File: src/rtl/change_dispenser.sv
// change_dispenser: greedy largest-first payout of a latched balance over a valid/ready coin hopper.
// Define COIN_STOCK_EN to track per-denomination stock and skip empty denominations.
module change_dispenser #(
    parameter int COIN0_VALUE = 100,
    parameter int COIN1_VALUE = 500,
    parameter int COIN2_VALUE = 1000,
    parameter int BAL_W       = 16,
    parameter int STOCK_W     = 8
) (
    input  logic                 clk,
    input  logic                 reset_n,
    input  logic                 i_start,
    input  logic [BAL_W-1:0]     i_balance,
    input  logic                 i_coin_ready,
    input  logic                 i_stock_load,
    input  logic [3*STOCK_W-1:0] i_stock_count,
    output logic [2:0]           o_return_coin,
    output logic                 o_coin_valid,
    output logic                 o_busy,
    output logic                 o_done,
    output logic [BAL_W-1:0]     o_remaining,
    output logic                 o_short
);
    localparam logic [1:0] IDLE = 2'd0, PAY = 2'd1, DONE = 2'd2;
    localparam logic [BAL_W-1:0] C0 = BAL_W'(COIN0_VALUE);
    localparam logic [BAL_W-1:0] C1 = BAL_W'(COIN1_VALUE);
    localparam logic [BAL_W-1:0] C2 = BAL_W'(COIN2_VALUE);

    logic [1:0]       state_q, state_d;
    logic [BAL_W-1:0] rem_q, rem_d, cval;
    logic [2:0]       coin_q, coin_d, pick, avail;
    logic             short_q, short_d, xfer, accept;

    assign accept = state_q == IDLE && i_start;
    assign xfer   = state_q == PAY && coin_q != 3'b000 && i_coin_ready;
    assign cval   = coin_q[2] ? C2 : coin_q[1] ? C1 : coin_q[0] ? C0 : '0;

`ifdef COIN_STOCK_EN
    logic [2:0][STOCK_W-1:0] stock_q, stock_d;
    always_comb begin
        stock_d = stock_q;
        for (int i = 0; i < 3; i++)
            if (xfer && coin_q[i]) stock_d[i] = stock_q[i] - STOCK_W'(1);
        if (i_stock_load) stock_d = i_stock_count;
    end
    assign avail = {stock_d[2] != '0, stock_d[1] != '0, stock_d[0] != '0};
    always_ff @(posedge clk) stock_q <= !reset_n ? '0 : stock_d;
`else
    logic unused_stock;
    assign unused_stock = ^{i_stock_load, i_stock_count};
    assign avail = 3'b111;
`endif

    // The next coin is chosen from next-state values so the presented coin comes straight from a register.
    assign rem_d   = accept ? i_balance : xfer ? rem_q - cval : rem_q;
    assign pick    = (rem_d >= C2 && avail[2]) ? 3'b100 :
                     (rem_d >= C1 && avail[1]) ? 3'b010 :
                     (rem_d >= C0 && avail[0]) ? 3'b001 : 3'b000;
    assign state_d = state_q == IDLE ? (i_start ? PAY : IDLE) :
                     state_q == PAY  ? (pick == 3'b000 ? DONE : PAY) : IDLE;
    assign coin_d  = state_d == PAY ? pick : 3'b000;
    assign short_d = accept ? 1'b0 :
                     (state_q == PAY && state_d == DONE) ? rem_d >= C0 : short_q;

    always_ff @(posedge clk) begin
        if (!reset_n) begin
            state_q <= IDLE;
            rem_q   <= '0;
            coin_q  <= 3'b000;
            short_q <= 1'b0;
        end else begin
            state_q <= state_d;
            rem_q   <= rem_d;
            coin_q  <= coin_d;
            short_q <= short_d;
        end
    end

    assign o_return_coin = coin_q;
    assign o_coin_valid  = coin_q != 3'b000;
    assign o_busy        = state_q == PAY;
    assign o_done        = state_q == DONE;
    assign o_remaining   = rem_q;
    assign o_short       = short_q;
endmodule

File: config.mk
export PLATFORM = sky130hd
export DESIGN_NAME = change_dispenser
export DESIGN_NICKNAME = d
export VERILOG_FILES = /design/src/rtl/change_dispenser.sv
export SDC_FILE = /design/constraint.sdc
export NUM_CORES = 1
export LEC_CHECK = 0
export BUFFER_PORTS_ARGS = -buffer_cell sky130_fd_sc_hd__buf_4
export CORE_MARGIN = 1.5
export CORE_UTILIZATION = 50
export CTS_CLUSTER_SIZE = 24
export DETAILED_ROUTE_END_ITERATION = 6
export PLACE_DENSITY = 0.83
export REMOVE_ABC_BUFFERS = 1
export SETUP_SLACK_MARGIN = 0.15
export SYNTH_ARGS = -nofsm -noshare
export SYNTH_HDL_FRONTEND = slang
export SYNTH_SLANG_ARGS = --single-unit
export TNS_END_PERCENT = 5
File: constraint.sdc
create_clock -name clk -period 9.3 [get_ports clk]
set_input_delay 0.93 -clock clk [delete_from_list [all_inputs] [get_ports clk]]
set_output_delay 0.93 -clock clk [all_outputs]
set_load 0.005 [all_outputs]
==> results of run 1 <==
[registers in the layout (all words and copies together), names as in the netlist]
name / count
o_remaining: 16
o_return_coin: 3
o_short: 1
state_q: 2
[synthesized netlist by cell type (2+ instances only)]
cell      instances  area (µm²)
dfxtp_1          22       440.4
nand2_1          21       78.83
nor2_1           15       56.30
a21oi_1          11       55.05
o21ai_0          11       55.05
and2_1            7       43.79
clkbuf_1          7       26.28
nor2b_1           7       43.79
xnor2_1           7       61.31
ha_1              6       75.07
nor3_1            5       25.02
inv_1             4       15.01
nand3_1           4       20.02
nor4_1            4       25.02
a21o_1            3       22.52
a221oi_1          3       26.28
nand3b_1          3       22.52
o211ai_1          3       22.52
or3_1             3       18.77
or4_1             3       22.52
a211oi_1          2       15.01
a21boi_0          2       15.01
a41oi_1           2       17.52
mux2i_1           2       20.02
nand2b_1          2       12.51
nand4_1           2       12.51
nor3b_1           2       15.01
o211a_1           2       20.02
o22ai_1           2       12.51
or2_1             2       12.51
or2_2             2       12.51
xor2_1            2       17.52
[metrics by stage]
stage | power (µW) | instances | setup WS, ps | instance area (µm²)
after CTS | 289.3 | 282 | 5668 | 1979
final | 290.3 | 282 | 5666 | 1979
after floorplan | 193.5 | 191 | 5852 | 1560
after global routing | 309.0 | 282 | 5369 | 1979
after global placement | 230.8 | 278 | 5492 | 1943
after detailed placement | 233.2 | 278 | 5498 | 1943
[routing by layer]
| metal | wire (µm) | global-route usage, % | up-vias |
|---|---|---|---|
| met4 | 52 | 10.79 | 0 |
| met2 | 1926 | 38.51 | 45 |
| met1 | 1865 | 33.69 | 744 |
| li1 | - | - | 808 |
| met3 | 219 | 2.597 | 5 |
| met5 | 0 | 0 | - |
[logic make-up after synthesis]
family                     after synthesis  synth area share (%)
and+or+nand+nor                         93                 33.18
AOI/OAI and AO/OA                       50                 20.67
adders and majority gates                7                 5.905
buffers and inverters                   15                 4.273
DFF                                     22                 27.35
muxes                                    5                 3.729
xor gates and xnor gates                 9                 4.895
[worst paths after layout]
path,slack (ps),depth (start not counted),endpoint,from
max reg2reg,5670,13,o_return_coin[0],o_return_coin[1]
min,470,2,o_short,o_short
max,5670,13,o_return_coin[0],o_return_coin[1]
min reg2reg,470,2,o_short,o_short
[power by group through the flow]
stage	Clock [µW]	Combinational, µW	Sequential [µW]
detailed placement	0	120	113
global placement	0	118	113
CTS	57.2	121	111
global route	62.6	134	113
floorplan	0	81.7	112
finish	57.1	122	111
[cell type report]
cell class	instances	area, µm²
clock buffers	4	36.28
fillers	280	1074
repair buffers	43	322.8
well taps	44	55.05
flip-flops and latches	22	440.4
inverters	5	18.77
multi-input cells	164	1106
[tightest hold or removal path, delay by kind of cell (launching register included)]
kind	cells	cell delay (ps)
flops	1	330
simple gates	1	70
compound gates	1	40
==> flow_summary.html, run 1 <==
<table>
<tr><th>Metric</th><th>Value</th></tr>
<tr><th colspan="2">Outcome</th></tr>
<tr><td>Run status</td><td>finished clean</td></tr>
<tr><th colspan="2">Setup path</th></tr>
<tr><td>Buffer and inverter count on the worst path</td><td>1</td></tr>
<tr><td>Type of element capturing the critical path</td><td>flop</td></tr>
<tr><td>Req. time, crit path</td><td>9540 ps</td></tr>
<tr><td>CP peak stage delay</td><td>580 ps</td></tr>
<tr><td>CP Class</td><td>flop to flop</td></tr>
<tr><td>Data arrival time of the critical path</td><td>3870 ps</td></tr>
<tr><td>Startpoint types</td><td>flop</td></tr>
<tr><td>Largest driver fanout on the critical path</td><td>6</td></tr>
<tr><td>Critical path cell sequence</td><td>nor2_1, nor2_1, ha_1, inv_1, fa_1, a211o_1, a221oi_1, nor2_1, nor3_1, xnor2_1, a21oi_1, or4_1, nor4_1</td></tr>
<tr><td>Critical path's slowest cell</td><td>or4_1</td></tr>
<tr><td>Crit-path leading delay family</td><td>simple AND/OR/NAND/NOR gates</td></tr>
<tr><td>Cell with the most instances on the worst path</td><td>nor2_1</td></tr>
<tr><th colspan="2">Finish</th></tr>
<tr><td>Final core utilization</td><td>64.84%</td></tr>
<tr><td>Synthesis-to-finish area growth</td><td>22.92%</td></tr>
<tr><td>Fraction of layout instances using a drive strength above 1</td><td>25.63%</td></tr>
<tr><td>Total number of nets in the final design</td><td>291</td></tr>
<tr><td>Leading cell types in the layout, fill and taps excluded</td><td>buf_4, dfxtp_1, nand2_1, nor2_1</td></tr>
<tr><td>Number of antenna repair diodes</td><td>0</td></tr>
<tr><td>Commonest non-fill, non-tap cell in the layout</td><td>buf_4</td></tr>
<tr><th colspan="2">STA</th></tr>
<tr><td>Transition time at the pin with the least slew margin</td><td>808.9 ps</td></tr>
<tr><td>Max frequency</td><td>275.2 MHz</td></tr>
<tr><td>Part of the cycle the worst path needs</td><td>39.07%</td></tr>
<tr><td>Normalized max-slew margin</td><td>46.08%</td></tr>
<tr><td>Clock Skews</td><td>4.425 ps</td></tr>
<tr><td>Final total negative setup slack</td><td>0 ps</td></tr>
<tr><td>Shortest clock period the worst path allows after layout</td><td>3634 ps</td></tr>
<tr><td>Max-slew violation count</td><td>0</td></tr>
<tr><td>Number of hold violations in the final report</td><td>0</td></tr>
<tr><td>RSZ-0062 raised after global routing</td><td>false</td></tr>
<tr><td>Final count of negative-setup-slack endpoints</td><td>0</td></tr>
<tr><td>Worst hold slack</td><td>467.8 ps</td></tr>
<tr><th colspan="2">Run</th></tr>
<tr><td>Count of maximum capacitance violations</td><td>0</td></tr>
<tr><th colspan="2">Clock tree</th></tr>
<tr><td>Cts repair resizes</td><td>0</td></tr>
<tr><td>Number of CTS-inserted buffers</td><td>3</td></tr>
<tr><td>Clock tree from TritonCTS</td><td>built</td></tr>
<tr><td>Worst-Skew Late Latency</td><td>330 ps</td></tr>
<tr><td>Post-cts hold buffer count</td><td>0</td></tr>
<tr><td>Max Buffers Root-to-Sink</td><td>2</td></tr>
<tr><td>TritonCTS Sinks</td><td>22</td></tr>
<tr><td>H-Tree Depth</td><td>1</td></tr>
<tr><td>Setup repair bufs after CTS</td><td>0</td></tr>
<tr><td>Clock-pin slew on the worst setup and hold paths</td><td>130 ps</td></tr>
<tr><td>Clock tree root buffer cell</td><td>clkbuf_4</td></tr>
<tr><th colspan="2">Die</th></tr>
<tr><td>Die ar.</td><td>0.003570 mm²</td></tr>
<tr><td>Die boundary height</td><td>59.75 µm</td></tr>
<tr><td>Width of the die</td><td>59.75 µm</td></tr>
<tr><td>CORE AREA</td><td>0.003053 mm²</td></tr>
<tr><td>Starting utilization of the core area</td><td>52.75%</td></tr>
<tr><td>Total I/O pin count</td><td>68</td></tr>
<tr><td>Std-Cell Rows</td><td>20</td></tr>
<tr><th colspan="2">Synthesis</th></tr>
<tr><td>Most used DFF post-synth</td><td>dfxtp_1</td></tr>
<tr><td>Post-synthesis async set-or-reset flop share</td><td>0%</td></tr>
<tr><td>Unique cell type count in the Yosys netlist</td><td>60</td></tr>
<tr><td>Cell area after synthesis</td><td>0.001610 mm²</td></tr>
<tr><td>Post-synth EDFFs</td><td>0</td></tr>
<tr><td>Post-Syn Area per Cell</td><td>8.011 µm²</td></tr>
<tr><td>Register area share after synthesis</td><td>27.35%</td></tr>
<tr><td>Instance count of the mapped netlist</td><td>201</td></tr>
<tr><td>Flop and latch count out of synthesis</td><td>22</td></tr>
<tr><td>Count of warnings emitted by yosys</td><td>0</td></tr>
<tr><th colspan="2">Power and ir drop</th></tr>
<tr><td>Leakage power summed over all cells</td><td>0.0008401 µW</td></tr>
<tr><td>Power density normalized to cell area</td><td>146.7 mW/mm²</td></tr>
<tr><td>Combinational share of power</td><td>42.0%</td></tr>
<tr><td>Sequential share of power</td><td>38.4%</td></tr>
<tr><td>Switching power</td><td>108.7 µW</td></tr>
<tr><td>Total internal power</td><td>181.6 µW</td></tr>
<tr><td>Peak VDD IR</td><td>80.98 µV</td></tr>
<tr><td>Clk network pwr share</td><td>19.7%</td></tr>
<tr><td>Proportion of total power due to net switching</td><td>37.43%</td></tr>
<tr><th colspan="2">Placed design</th></tr>
<tr><td>Port buffer count</td><td>42</td></tr>
<tr><td>Routability Congestion</td><td>0.8230</td></tr>
<tr><td>Placed wire-length estimate after detailed placement</td><td>3.104 mm</td></tr>
<tr><th colspan="2">GRT</th></tr>
<tr><td>Antenna violations before repair</td><td>0</td></tr>
<tr><td>Overflow left after global routing</td><td>0</td></tr>
<tr><td>Largest net degree at the start of global routing</td><td>25</td></tr>
<tr><td>Global-route usage over all layers</td><td>24.49%</td></tr>
<tr><td>Via count of the first global-routing pass</td><td>1476</td></tr>
<tr><td>Global-route wire length before repair</td><td>6.596 mm</td></tr>
<tr><th colspan="2">Route</th></tr>
<tr><td>Number of detailed-route iterations in the first pass</td><td>4</td></tr>
<tr><td>Detailed-route vias per instance</td><td>5.681</td></tr>
<tr><td>Initial detailed-routing violation count</td><td>72</td></tr>
<tr><td>Final wirelength</td><td>4.063 mm</td></tr>
<tr><td>Number of remaining DRC errors</td><td>0</td></tr>
<tr><td>Routed wire length per instance</td><td>14.41 µm</td></tr>
<tr><td>Detail Route Antenna Nets</td><td>0</td></tr>
<tr><td>Total number of vias</td><td>1602</td></tr>
<tr><th colspan="2">Min path</th></tr>
<tr><td>Hold/Removal Path Class</td><td>flop to flop</td></tr>
</table>
Note: power is estimated with default switching activity, not from simulation.
==> inputs of run 2 (changes only) <==
Settings changed: CORE_UTILIZATION 50 to 48, PLACE_DENSITY 0.83 to 0.8.
Clock period 9.3 ns to 3.51 ns, I/O delays scaled along.
==> flow_summary.html, run 2 (same netlist as run 1, synthesis figures left out) <==
<table>
<tr><th>Metric</th><th>Value</th></tr>
<tr><th colspan="2">Outcome</th></tr>
<tr><td>Run status</td><td>finished clean</td></tr>
<tr><th colspan="2">Route</th></tr>
<tr><td>Initial detailed-routing violation count</td><td>130 (+81%)</td></tr>
<tr><td>Routed wire length per instance</td><td>15.06 µm (+4.5%)</td></tr>
<tr><td>Final wirelength</td><td>4.413 mm (+8.6%)</td></tr>
<tr><td>Number of detailed-route iterations in the first pass</td><td>4 (unchanged)</td></tr>
<tr><td>Number of remaining DRC errors</td><td>0 (unchanged)</td></tr>
<tr><td>Detailed-route vias per instance</td><td>5.662 (-0.33%)</td></tr>
<tr><td>Detail Route Antenna Nets</td><td>0 (unchanged)</td></tr>
<tr><td>Total number of vias</td><td>1659 (+3.6%)</td></tr>
<tr><th colspan="2">Placed design</th></tr>
<tr><td>Placed wire-length estimate after detailed placement</td><td>3.107 mm (about the same)</td></tr>
<tr><td>Placement Setup Slack</td><td>99.03 ps (-5399 ps)</td></tr>
<tr><td>Port buffer count</td><td>42 (unchanged)</td></tr>
<tr><td>Placed instance count</td><td>287 (+3.2%)</td></tr>
<tr><td>Routability Congestion</td><td>0.8266 (+0.44%)</td></tr>
<tr><th colspan="2">Power and ir drop</th></tr>
<tr><td>Overall power after layout</td><td>907.9 µW (+210%)</td></tr>
<tr><td>Switching power</td><td>328.4 µW (+200%)</td></tr>
<tr><td>Total internal power</td><td>579.5 µW (+220%)</td></tr>
<tr><td>Peak VDD IR</td><td>236.0 µV (+190%)</td></tr>
<tr><td>Sequential share of power</td><td>32.7% (-5.7 points)</td></tr>
<tr><td>Clk network pwr share</td><td>22.7% (+3.0 points)</td></tr>
<tr><td>Leakage power summed over all cells</td><td>0.0009200 µW (+9.5%)</td></tr>
<tr><td>Proportion of total power due to net switching</td><td>36.17% (-1.3 points)</td></tr>
<tr><td>Power density normalized to cell area</td><td>414.6 mW/mm² (+180%)</td></tr>
<tr><td>Combinational share of power</td><td>44.7% (+2.7 points)</td></tr>
<tr><th colspan="2">Setup path</th></tr>
<tr><td>CP Class</td><td>flop to flop</td></tr>
<tr><td>Register-to-register path setup slack</td><td>250 ps (-5420 ps)</td></tr>
<tr><td>First element of the critical path</td><td>o_return_coin[1]</td></tr>
<tr><td>Data arrival time of the critical path</td><td>3510 ps (-360 ps)</td></tr>
<tr><td>Startpoint types</td><td>flop</td></tr>
<tr><td>Critical path cell sequence</td><td>buf_4, or3_1, inv_2, ha_2, o21a_2, a221oi_4, nor2_2, nor3_2, xnor2_1, a21oi_1, or4_4, nor4_4</td></tr>
<tr><td>Reg2reg start</td><td>o_return_coin[1]</td></tr>
<tr><td>Largest driver fanout on the critical path</td><td>5 (-1)</td></tr>
<tr><td>Critical R2R Capture</td><td>o_return_coin[0]</td></tr>
<tr><td>Type of element capturing the critical path</td><td>flop</td></tr>
<tr><td>Critical path's slowest cell</td><td>or4_4</td></tr>
<tr><td>Worst reg2reg path depth</td><td>12 (-1)</td></tr>
<tr><td>Req. time, crit path</td><td>3760 ps (-5780 ps)</td></tr>
<tr><td>CP peak stage delay</td><td>590 ps (about the same)</td></tr>
<tr><td>Capture point of the critical path</td><td>o_return_coin[0]</td></tr>
<tr><th colspan="2">Run</th></tr>
<tr><td>Count of maximum capacitance violations</td><td>0 (unchanged)</td></tr>
<tr><th colspan="2">GRT</th></tr>
<tr><td>Global-route wire length before repair</td><td>6.720 mm (+1.9%)</td></tr>
<tr><td>Via count of the first global-routing pass</td><td>1477 (+0.068%)</td></tr>
<tr><td>Largest net degree at the start of global routing</td><td>24 (-4.0%)</td></tr>
<tr><td>Antenna violations before repair</td><td>0 (unchanged)</td></tr>
<tr><td>Overflow left after global routing</td><td>0 (unchanged)</td></tr>
<tr><td>Global-route usage over all layers</td><td>24.30% (-0.19 points)</td></tr>
<tr><th colspan="2">Finish</th></tr>
<tr><td>Total number of nets in the final design</td><td>302 (+3.8%)</td></tr>
<tr><td>Number of antenna repair diodes</td><td>0 (unchanged)</td></tr>
<tr><td>Leading cell types in the layout, fill and taps excluded</td><td>buf_4, nand2_1, dfxtp_1, nor2_1, o21ai_0</td></tr>
<tr><td>Post-route non-filler standard cell count</td><td>293 (+3.9%)</td></tr>
<tr><td>Flip-flop count of the largest register, all copies and words added</td><td>16 (unchanged)</td></tr>
<tr><td>Fraction of layout instances using a drive strength above 1</td><td>36.55% (+11 points)</td></tr>
<tr><td>Commonest non-fill, non-tap cell in the layout</td><td>buf_4</td></tr>
<tr><td>Synthesis-to-finish area growth</td><td>35.98%</td></tr>
<tr><td>Number of fill cells in the layout</td><td>281 (+0.36%)</td></tr>
<tr><th colspan="2">Die</th></tr>
<tr><td>Die ar.</td><td>0.003711 mm² (+4.0%)</td></tr>
<tr><td>Starting utilization of the core area</td><td>51.48% (-1.3 points)</td></tr>
<tr><td>Std-Cell Rows</td><td>20 (unchanged)</td></tr>
<tr><td>Total I/O pin count</td><td>68 (unchanged)</td></tr>
<tr><td>CORE AREA</td><td>0.003128 mm² (+2.5%)</td></tr>
<tr><td>Width of the die</td><td>60.92 µm (+2.0%)</td></tr>
<tr><td>Die boundary height</td><td>60.92 µm (+2.0%)</td></tr>
<tr><th colspan="2">STA</th></tr>
<tr><td>Final total negative setup slack</td><td>0 ps (unchanged)</td></tr>
<tr><td>Post-layout worst setup margin</td><td>246.2 ps (-5420 ps)</td></tr>
<tr><td>RSZ-0062 raised after global routing</td><td>true</td></tr>
<tr><td>Shortest clock period the worst path allows after layout</td><td>3264 ps (-369.8 ps)</td></tr>
<tr><td>Normalized max-slew margin</td><td>53.89% (+7.8 points)</td></tr>
<tr><td>Number of hold violations in the final report</td><td>0 (unchanged)</td></tr>
<tr><td>Max-slew violation count</td><td>0 (unchanged)</td></tr>
<tr><td>Part of the cycle the worst path needs</td><td>92.98% (+54 points)</td></tr>
<tr><td>Max frequency</td><td>306.4 MHz (+11%)</td></tr>
<tr><td>Final count of negative-setup-slack endpoints</td><td>0 (unchanged)</td></tr>
<tr><td>Transition time at the pin with the least slew margin</td><td>684.5 ps (-124.4 ps)</td></tr>
<tr><td>Clock Skews</td><td>7.397 ps (+2.973 ps)</td></tr>
<tr><th colspan="2">Clock tree</th></tr>
<tr><td>Clock tree root buffer cell</td><td>clkbuf_4</td></tr>
<tr><td>H-Tree Depth</td><td>1 (unchanged)</td></tr>
<tr><td>Number of CTS-inserted buffers</td><td>3 (unchanged)</td></tr>
<tr><td>Max Buffers Root-to-Sink</td><td>2 (unchanged)</td></tr>
<tr><td>Post-cts hold buffer count</td><td>0 (unchanged)</td></tr>
<tr><td>Clock tree from TritonCTS</td><td>built</td></tr>
<tr><td>TritonCTS Sinks</td><td>22 (unchanged)</td></tr>
<tr><td>Clock-pin slew on the worst setup and hold paths</td><td>140 ps (about the same)</td></tr>
<tr><td>Worst-Skew Late Latency</td><td>330 ps (about the same)</td></tr>
<tr><th colspan="2">Min path</th></tr>
<tr><td>Hold/Removal Path Class</td><td>input port to flop</td></tr>
</table>
==> run 2: cell count changes in the layout (fill, tap and decap cells not counted), sizes merged <==
cell    before  now
buf         43   54
bufinv       0    1
clkbuf       4    3
==> run 2: critical path: cells and delay by family (launching register included) <==
| kind | cells | cell delay (ps) |
|---|---|---|
| AOI/OAI and AO/OA | 3 | 580 |
| xor gates and xnor gates | 1 | 170 |
| adders and majority gates | 1 | 330 |
| buffers and inverters | 2 | 280 |
| DFF | 1 | 330 |
| and+or+nand+nor | 5 | 1480 |
==> run 2: layout make-up <==
class / count / area (µm²) / area share, %
sequential: 22 / 442.9 / 20.23
timing repair buffer: 54 / 405.4 / 18.51
tap: 44 / 55.05 / 2.514
clock inverter: 1 / 30.03 / 1.371
multi-input combinational: 164 / 1215 / 55.49
clock buffer: 3 / 22.52 / 1.029
inverter: 5 / 18.77 / 0.8571
==> run 2: what timing repair did <==
item,CTS,global route
resized for setup,2,21
endpoints found under the setup margin,6,6
pin swaps,0,7
buffers inserted,0,2
==> run 2: routing by layer <==
layer  share of wire (%)  vias up  global-route usage [%]
li1                    -      832                       -
met5                   0        -                       0
met4                 1.1        0                   7.764
met1                  45      775                   31.64
met2                  49       48                   40.40
met3                 4.6        4                   4.904
==> run 2: how the worst min path moves through the flow <==
stage | endpoint | depth (start not counted) | slack, ps | startpoint
after floorplan | o_short | 2 | 440 | o_short
after global placement | o_short | 2 | 450 | o_short
after detailed placement | o_short | 2 | 440 | o_short
after CTS | o_remaining[10] | 2 | 260 | i_balance[10]
after global routing | o_remaining[11] | 2 | 260 | i_balance[11]
final | o_remaining[10] | 2 | 270 | i_balance[10]
==> run 2: power groups by stage <==
| stage | Combinational, µW | Clock (µW) | Sequential [µW] |
|---|---|---|---|
| after floorplan | 216 | 0 | 296 |
| after global placement | 334 | 0 | 299 |
| after detailed placement | 340 | 0 | 300 |
| after CTS | 350 | 207 | 294 |
| after global routing | 444 | 216 | 300 |
| final | 405 | 206 | 296 |
==> run 2: per-stage QoR <==
| stage | util, % | cell area (µm²) | hold WS (ps) |
|---|---|---|---|
| global route | 70.00 | 2190 | 255.8 |
| global placement | 64.28 | 2011 | 450.7 |
| finish | 70.00 | 2190 | 265.4 |
| floorplan | - | 1560 | 444.1 |
| detailed placement | 64.28 | 2011 | 441.4 |
| CTS | 66.28 | 2073 | 259.8 |
==> inputs of run 3 (changes only) <==
Settings changed: BUFFER_PORTS_ARGS -buffer_cell sky130_fd_sc_hd__buf_4 to default, CORE_UTILIZATION 48 to 50, DONT_BUFFER_PORTS from default to 1, PLACE_DENSITY 0.8 to default.
==> flow_summary.html, run 3 (same netlist as run 1, synthesis figures left out) <==
<table>
<tr><th>Metric</th><th>Value</th></tr>
<tr><th colspan="2">Clock tree</th></tr>
<tr><td>Clock tree root buffer cell</td><td>clkbuf_4</td></tr>
<tr><td>Max Buffers Root-to-Sink</td><td>2 (unchanged)</td></tr>
<tr><td>Setup repair bufs after CTS</td><td>0 (unchanged)</td></tr>
<tr><td>H-Tree Depth</td><td>1 (unchanged)</td></tr>
<tr><td>Worst-Skew Late Latency</td><td>300 ps (-30 ps)</td></tr>
<tr><td>Clock-pin slew on the worst setup and hold paths</td><td>120 ps (-20 ps)</td></tr>
<tr><td>Clock tree from TritonCTS</td><td>built</td></tr>
<tr><td>Number of CTS-inserted buffers</td><td>3 (unchanged)</td></tr>
<tr><td>Post-cts hold buffer count</td><td>0 (unchanged)</td></tr>
<tr><td>TritonCTS Sinks</td><td>22 (unchanged)</td></tr>
<tr><th colspan="2">Finish</th></tr>
<tr><td>Number of antenna repair diodes</td><td>0 (unchanged)</td></tr>
<tr><td>Fraction of layout instances using a drive strength above 1</td><td>17.24% (-19 points)</td></tr>
<tr><td>Leading cell types in the layout, fill and taps excluded</td><td>nand2_1, dfxtp_1, nor2_1, o21ai_0, a21oi_1</td></tr>
<tr><td>Final core utilization</td><td>57.25% (-13 points)</td></tr>
<tr><td>Commonest non-fill, non-tap cell in the layout</td><td>nand2_1</td></tr>
<tr><td>Flip-flop count of the largest register, all copies and words added</td><td>16 (unchanged)</td></tr>
<tr><td>Synthesis-to-finish area growth</td><td>8.547%</td></tr>
<tr><td>Number of fill cells in the layout</td><td>305 (+8.5%)</td></tr>
<tr><td>Total number of nets in the final design</td><td>257 (-15%)</td></tr>
<tr><th colspan="2">Power and ir drop</th></tr>
<tr><td>Switching power</td><td>276.8 µW (-16%)</td></tr>
<tr><td>Proportion of total power due to net switching</td><td>38.48% (+2.3 points)</td></tr>
<tr><td>Clk network pwr share</td><td>15.9% (-6.8 points)</td></tr>
<tr><td>Power density normalized to cell area</td><td>411.6 mW/mm² (-0.74%)</td></tr>
<tr><td>Sequential share of power</td><td>41.4% (+8.7 points)</td></tr>
<tr><td>Leakage power summed over all cells</td><td>0.0006639 µW (-28%)</td></tr>
<tr><td>Combinational share of power</td><td>42.7% (-2.0 points)</td></tr>
<tr><td>Peak VDD IR</td><td>193.8 µV (-18%)</td></tr>
<tr><td>Total internal power</td><td>442.6 µW (-24%)</td></tr>
<tr><th colspan="2">GRT</th></tr>
<tr><td>Antenna violations before repair</td><td>0 (unchanged)</td></tr>
<tr><td>Via count of the first global-routing pass</td><td>1465 (-0.81%)</td></tr>
<tr><td>Global-route usage over all layers</td><td>24.22% (-0.077 points)</td></tr>
<tr><td>Overflow left after global routing</td><td>0 (unchanged)</td></tr>
<tr><td>Global-route wire length before repair</td><td>6.596 mm (-1.8%)</td></tr>
<tr><td>Largest net degree at the start of global routing</td><td>24 (unchanged)</td></tr>
<tr><th colspan="2">Die</th></tr>
<tr><td>CORE AREA</td><td>0.003053 mm² (-2.4%)</td></tr>
<tr><td>Std-Cell Rows</td><td>20 (unchanged)</td></tr>
<tr><td>Die ar.</td><td>0.003570 mm² (-3.8%)</td></tr>
<tr><td>Total I/O pin count</td><td>68 (unchanged)</td></tr>
<tr><td>Starting utilization of the core area</td><td>52.75% (+1.3 points)</td></tr>
<tr><td>Width of the die</td><td>59.75 µm (-1.9%)</td></tr>
<tr><td>Die boundary height</td><td>59.75 µm (-1.9%)</td></tr>
<tr><th colspan="2">Setup path</th></tr>
<tr><td>Critical path cell sequence</td><td>nor2_1, nor2_1, ha_1, inv_1, fa_2, a211o_1, buf_4, a211oi_2, o22ai_1, or3_4, or4b_1, mux2_4, nor3_2</td></tr>
<tr><td>Type of element capturing the critical path</td><td>flop</td></tr>
<tr><td>Buffer and inverter count on the worst path</td><td>2 (unchanged)</td></tr>
<tr><td>Critical path's slowest cell</td><td>or4b_1</td></tr>
<tr><td>Cell with the most instances on the worst path</td><td>nor2_1</td></tr>
<tr><td>Largest driver fanout on the critical path</td><td>3 (-2)</td></tr>
<tr><td>Data arrival time of the critical path</td><td>3580 ps (+70 ps)</td></tr>
<tr><td>Crit-path leading delay family</td><td>simple AND/OR/NAND/NOR gates</td></tr>
<tr><td>CP peak stage delay</td><td>560 ps (-30 ps)</td></tr>
<tr><td>CP Class</td><td>flop to flop</td></tr>
<tr><td>Startpoint types</td><td>flop</td></tr>
<tr><td>Req. time, crit path</td><td>3740 ps (-20 ps)</td></tr>
<tr><th colspan="2">Placed design</th></tr>
<tr><td>Placement Setup Slack</td><td>34.90 ps (-64.13 ps)</td></tr>
<tr><td>Placed wire-length estimate after detailed placement</td><td>3.133 mm (+0.86%)</td></tr>
<tr><td>Routability Congestion</td><td>0.9175 (+11%)</td></tr>
<tr><td>Port buffer count</td><td>0 (-100%)</td></tr>
<tr><th colspan="2">Route</th></tr>
<tr><td>Initial detailed-routing violation count</td><td>66 (-49%)</td></tr>
<tr><td>Routed wire length per instance</td><td>16.60 µm (+10%)</td></tr>
<tr><td>Detail Route Antenna Nets</td><td>0 (unchanged)</td></tr>
<tr><td>Number of remaining DRC errors</td><td>0 (unchanged)</td></tr>
<tr><td>Final wirelength</td><td>4.099 mm (-7.1%)</td></tr>
<tr><td>Detailed-route vias per instance</td><td>6.020 (+6.3%)</td></tr>
<tr><td>Number of detailed-route iterations in the first pass</td><td>4 (unchanged)</td></tr>
<tr><td>Total number of vias</td><td>1487 (-10%)</td></tr>
<tr><th colspan="2">STA</th></tr>
<tr><td>RSZ-0062 raised after global routing</td><td>true</td></tr>
<tr><td>Transition time at the pin with the least slew margin</td><td>684.5 ps (+0.05096 ps)</td></tr>
<tr><td>Clock Skews</td><td>7.889 ps (+0.4915 ps)</td></tr>
<tr><td>Post-layout worst setup margin</td><td>160.6 ps (-85.65 ps)</td></tr>
<tr><td>Max-slew violation count</td><td>0 (unchanged)</td></tr>
<tr><td>Final total negative setup slack</td><td>0 ps (unchanged)</td></tr>
<tr><td>Normalized max-slew margin</td><td>54.17% (+0.28 points)</td></tr>
<tr><td>Shortest clock period the worst path allows after layout</td><td>3349 ps (+85.65 ps)</td></tr>
<tr><td>Final count of negative-setup-slack endpoints</td><td>0 (unchanged)</td></tr>
<tr><td>Max frequency</td><td>298.6 MHz (-2.6%)</td></tr>
<tr><td>Number of hold violations in the final report</td><td>0 (unchanged)</td></tr>
<tr><td>Part of the cycle the worst path needs</td><td>95.43% (+2.4 points)</td></tr>
<tr><th colspan="2">Min path</th></tr>
<tr><td>Hold/Removal Path Class</td><td>input port to flop</td></tr>
<tr><th colspan="2">Run</th></tr>
<tr><td>Count of maximum capacitance violations</td><td>0 (unchanged)</td></tr>
<tr><th colspan="2">Outcome</th></tr>
<tr><td>Run status</td><td>finished clean</td></tr>
</table>
run 3: final timing paths:
kind              cells after the start               end  slack (ps)        startpoint
setup / recovery                     13  o_return_coin[1]         160  o_return_coin[1]
hold reg to reg                       2           o_short         480           o_short
hold / removal                        1   o_remaining[13]         160           reset_n
setup reg to reg                     13  o_return_coin[1]         160  o_return_coin[1]
run 3: power by group through the flow:
stage               registers [µW]  clock network [µW]  logic [µW]
finish                         298                 114         307
global route                   302                 128         338
CTS                            298                 119         300
detailed placement             303                   0         288
global placement               303                   0         281
floorplan                      296                   0         216
run 3: cell type report:
class | instances | area (µm²) | area share, %
multi-input cells | 164 | 1141 | 65.28
clock buffers | 3 | 22.52 | 1.288
well taps | 44 | 55.05 | 3.150
inverters | 5 | 18.77 | 1.074
flip-flops and latches | 22 | 442.9 | 25.34
repair buffers | 9 | 67.56 | 3.865
run 3: repair_timing:
item,in CTS,in global routing
gates cloned,0,0
gates resized for setup,7,2
setup endpoints to repair,6,6
pin swaps,2,0
run 3: routing by layer:
metal | global-route usage, % | share of wire [%]
met5 | 0 | 0
met4 | 7.302 | 1.1
met3 | 5.844 | 6.7
met2 | 40.37 | 46
met1 | 30.71 | 46
run 3: worst register-to-register path, stage by stage (launching register included):
cell,delay (ps)
dfxtp_1,360
nor2_1,50
nor2_1,90
ha_1,190
inv_1,60
fa_2,360
a211o_1,330
buf_4,150
a211oi_2,190
o22ai_1,110
or3_4,430
or4b_1,570
mux2_4,280
nor3_2,100
run 3: metrics by stage:
stage	cell area, µm²	hold slack [ps]	total power [µW]	std cells
2_1_floorplan	1560	444.1	512.7	191
5_1_grt	1748	140.8	767.4	247
3_5_place_dp	1688	465.2	591.1	244
3_3_place_gp	1688	462.0	583.7	244
4_1_cts	1735	151.4	717.4	247
6_report	1748	161.5	719.4	247
